`src/rtl/conv_maxpool.sv`:
```
// Streaming 2x2 stride-2 max-pool over a raster-order sample stream.
// Even rows park horizontal pair maxima in a half-width line buffer; odd rows finish each window.
module conv_maxpool #(
    parameter int BW = 8,
    parameter int DW = 72,
    parameter int DH = 128,
    parameter int RL = 0
) (
    input  logic          i_clk,
    input  logic          i_rst,
    input  logic          i_data_valid,
    input  logic          i_data_last,
    input  logic [BW-1:0] i_data,
    output logic          o_data_valid,
    output logic          o_data_last,
    output logic [BW-1:0] o_data,
    output logic          o_frame_err
);

    localparam int CW = $clog2(DW);
    localparam int RW = $clog2(DH);
    localparam logic [CW-1:0] COL_LAST = CW'(DW - 1);
    localparam logic [RW-1:0] ROW_LAST = RW'(DH - 1);

    logic [CW-1:0]        col;
    logic [RW-1:0]        row;
    logic signed [BW-1:0] h_reg;
    logic signed [BW-1:0] hmax;
    logic signed [BW-1:0] pmax;
    logic signed [BW-1:0] pooled;
    logic signed [BW-1:0] lb_rd;
    logic [BW-1:0]        lbuf [DW/2];
    logic [CW-2:0]        lb_idx;
    logic                 at_end;

    assign lb_idx = col[CW-1:1];
    assign at_end = (row == ROW_LAST) && (col == COL_LAST);

    always_comb begin
        lb_rd  = $signed(lbuf[lb_idx]);
        hmax   = ($signed(i_data) > h_reg) ? $signed(i_data) : h_reg;
        pmax   = (lb_rd > hmax) ? lb_rd : hmax;
        pooled = pmax;
        if (RL != 0 && pmax[BW-1]) begin
            pooled = '0;
        end
    end

    // Line buffer is deliberately not reset: every slot is rewritten on the even row before use.
    always_ff @(posedge i_clk) begin
        if (i_data_valid && col[0] && !row[0]) begin
            lbuf[lb_idx] <= hmax;
        end
    end

    always_ff @(posedge i_clk or posedge i_rst) begin
        if (i_rst) begin
            col          <= '0;
            row          <= '0;
            h_reg        <= '0;
            o_data_valid <= 1'b0;
            o_data_last  <= 1'b0;
            o_data       <= '0;
            o_frame_err  <= 1'b0;
        end else begin
            o_data_valid <= 1'b0;
            o_data_last  <= 1'b0;
            o_frame_err  <= 1'b0;
            if (i_data_valid) begin
                if (!col[0]) begin
                    h_reg <= i_data;
                end
                if (col[0] && row[0]) begin
                    o_data_valid <= 1'b1;
                    o_data       <= pooled;
                end
                // Any frame boundary, early or missing, resynchronises the window grid to (0,0).
                if (i_data_last || at_end) begin
                    col         <= '0;
                    row         <= '0;
                    o_data_last <= i_data_last && at_end;
                    o_frame_err <= i_data_last != at_end;
                end else if (col == COL_LAST) begin
                    col <= '0;
                    row <= row + 1'b1;
                end else begin
                    col <= col + 1'b1;
                end
            end
        end
    end

endmodule

```
`config.mk`:
```
export PLATFORM = sky130hd
export DESIGN_NAME = conv_maxpool
export DESIGN_NICKNAME = d
export VERILOG_FILES = /design/src/rtl/conv_maxpool.sv
export SDC_FILE = /design/constraint.sdc
export NUM_CORES = 1
export LEC_CHECK = 0
export ABC_AREA = 0
export CAP_MARGIN = 5
export CORE_UTILIZATION = 55
export DETAILED_ROUTE_END_ITERATION = 7
export MAX_ROUTING_LAYER = met4
export PLACE_DENSITY = 0.8
export SLEW_MARGIN = 20
export SYNTH_ARGS = -nofsm -noshare
export SYNTH_HDL_FRONTEND = slang
export SYNTH_SLANG_ARGS = --single-unit
```
`constraint.sdc`:
```
create_clock -name i_clk -period 12.66 [get_ports i_clk]
set_input_delay 2.532 -clock i_clk [delete_from_list [all_inputs] [get_ports i_clk]]
set_output_delay 2.532 -clock i_clk [all_outputs]
set_load 0.05 [all_outputs]
```
==> metrics.txt <==
layout cells sized above 1=13.4%; cell internal pwr=1.95 mW; Post-synth EDFFs=288; M2 GR Usage=41.1%; first-pass detailed-route iteration total=8; Area contributors post-synth=edfxtp_1 (63%), dfrtp_1 (6.1%), mux2i_1 (3.5%); hold_buf cts=0; # IOs=23; flops & latches, synth=321; critical path launch point type=input port; Avg Cell Area, Syn=15.0 um2; library cells used by synthesis=71; vias per std cell=6.50; Mapped Area=13600 um2; Seq pwr share=48.0%; Crit. End Element=register; relative slew slack=24.6%; Comb power frac=15.9%; 1st-iter DRT viols=1239; root buffer cell=clkbuf_16; VDD IR max=0.118 mV; hold crit path type=register to register; Clock Skew=0.0126 ns; RSZ-0062 raised after global routing=false; wire per inst=25.5 um; H-Tree Depth=2; final number of setup-violating endpoints=0; busiest grt layer=met2; total track usage=27.0%; Worst Max-Slew Pin Slew=1.13 ns; Synth Area in Simple Gates=7.59%; CTS tree=done; IO buf count=22; drt drc=0; final wirelength=32600 um; Final Hold Fails=0; RePlAce Congestion=0.965; DR vias=8328; post-synthesis adder-cell area fraction=1.84%; # nets final=967; vias in the first global route=8141; CTS Buf Count=34; Die Y=159 um; post-synthesis sequential area ratio=69.5%; final core occ=62.6%; Top FF cell, synth=edfxtp_1; first-pass GRT wire length=49500 um; status=complete, no violations; share of the synthesized area in the top cell type=63.5%; met3 GRT Util=5.83%; total congestion overflow=0; Psw=710 uW; Worst Path Arrival=7.18 ns; post-CTS setup buffer count=0; cts repair resizes=0; Cells after Synth=907; area grow syn2layout=11.7%; max reg flops=288; Synth area leader=edfxtp_1; hold path depth=2; fraction of synthesized area in multiplexers=8.22%; switching share of power=26.7%; f_max=147 MHz; Initial Util=56.0%; initial antenna violation count=0; power density cells=175 nW/um2; Compound-Gate Fraction of Synth Area=9.58%; Synth Area in XOR/XNOR=0.193%; syn nets=939; Total Power=2.66 mW; CTS max path bufs=3; critical path required time=13.04 ns; Final Cycle Share=53.7%; maximum fanout along the worst path=37; Period minus WS final=6.80 ns; Antenna Nets Post-Route=0; Ant. Diodes=0; number of cell rows=57; final slew viol count=0; die area=25400 um2; max_cap viols=0; worst-case reg-to-reg path depth=13; clock latency at the later pin of the worst-skew pair=0.51 ns; clock network power share=36.1%; largest family of logic cells by synthesized area=compound AO/OA/AOI/OAI gates; core box area=24300 um2; clock-pin slew on the worst setup and hold paths=0.06 ns; die outline width=159 um; setup TNS=0 ns; async set-reset flop share out of synthesis=10.3%; GR Util met1=35.7%; P_leak=5.12 nW; Clock Sinks=321; Syn. warnings=0; largest net degree at the start of global routing=65; crit path kind=input port to register; HPWL Detailed=20200 um
[critical path, stage by stage]
cell,delay (ns)
clkdlybuf4s50_1,0.46
ha_1,0.34
a21o_1,0.20
a31o_1,0.24
or3b_2,0.53
mux2i_1,0.15
a222oi_1,0.44
inv_1,0.60
ha_1,0.49
nand3_1,0.08
o32ai_1,0.07
mux2i_1,0.23
nand3_1,0.23
or4_1,0.46
o221a_2,0.14
[cells in the mapped netlist, types with 8 or more instances]
cell and number:
a21oi_1 22, a221oi_1 15, a22o_1 8, a22oi_1 17, and2_1 10, buf_2 14, clkbuf_1 21, dfrtp_1 33
edfxtp_1 288, ha_1 20, inv_1 39, mux2_2 21, mux2i_1 47, mux4_2 16, nand2_1 56, nand3_1 22
nor2_1 54, nor2b_1 8, nor3_1 9, o21ai_0 35, o221ai_1 13, o22ai_1 13
[through the flow]
stage / setup slack (ns) / instance area, um2 / hold WS [ns] / instances
after floorplan: 5.27 / 13600 / 0.444 / 907
after global placement: 5.59 / 14100 / 0.463 / 1223
after detailed placement: 5.39 / 14100 / 0.478 / 1223
after CTS: 5.90 / 15200 / 0.492 / 1281
after global routing: 5.55 / 15200 / 0.534 / 1281
final: 5.86 / 15200 / 0.487 / 1281
[final cells by class]
type | instances | area [um2]
clock inverter | 20 | 181
clock buffer | 38 | 887
inverter | 39 | 146
tap | 324 | 405
timing repair buffer | 41 | 363
multi-input combinational | 498 | 3750
fill | 1719 | 9110
sequential | 321 | 9480
[final timing paths]
check                           from         to  slack (ns)
min in group asynchronous      i_rst   h_reg[7]        2.44
max in group asynchronous      i_rst     col[3]        9.86
min reg2reg                o_data[3]  o_data[3]        0.49
max                        i_data[5]  o_data[4]        5.86
min                        o_data[3]  o_data[3]        0.49
max reg2reg                   col[3]  o_data[4]        7.40
[layer usage]
metal,routed length (um),part of all wire [%]
met5,0,0
met4,1240,3.8
met3,3170,9.7
met2,15400,47
met1,12800,39
[kinds of logic (layout without fill, tap and decap cells)]
| group | count (synthesis) | after routing |
|---|---|---|
| xor+xnor | 3 | 3 |
| flops | 321 | 321 |
| fa+ha+maj | 20 | 20 |
| simple gates | 209 | 209 |
| buf+inv | 88 | 138 |
| mux | 86 | 86 |
| compound gates | 180 | 180 |
[power by group through the flow]
stage / Combinational [mW] / Clock, mW / Sequential [mW]
finish: 0.424 / 0.962 / 1.28
global route: 0.453 / 1.01 / 1.28
CTS: 0.419 / 0.969 / 1.28
detailed placement: 0.417 / 0 / 1.30
global placement: 0.405 / 0 / 1.30
floorplan: 0.229 / 0 / 1.34
[cell usage in the layout, fill, tap and decap left out, types with 4 or more instances in the layout]
master           netlist  layout
o31ai_1                6       6
a22oi_1               17      17
a22o_1                 8       8
o2bb2ai_1              5       5
a221oi_1              15      15
a221o_1                5       5
mux4_2                16      16
o221ai_1              13      13
nor3b_1                4       4
edfxtp_1             288     288
o22a_1                 5       5
nor3_1                 9       9
a21oi_1               22      22
or2_2                  4       4
o22ai_1               13      11
nand2b_1               5       5
a32oi_1                5       5
clkbuf_16              0      35
mux2_2                21      21
clkdlybuf4s50_1        0      22
buf_4                  7      19
nor4_1                 5       5
or3_1                  7       7
nand3_1               22      22
inv_1                 39      36
nor2_1                54      54
and3_1                 6       6
nor2b_1                8       8
nand2_1               56      56
a222oi_1               6       6
mux2i_1               47      47
ha_1                  20      20
clkinv_1               0       5
o21ai_0               35      35
clkinv_2               0       9
dfrtp_1               33      30
and2_1                10      10
Power figures use the tool's default switching activity.
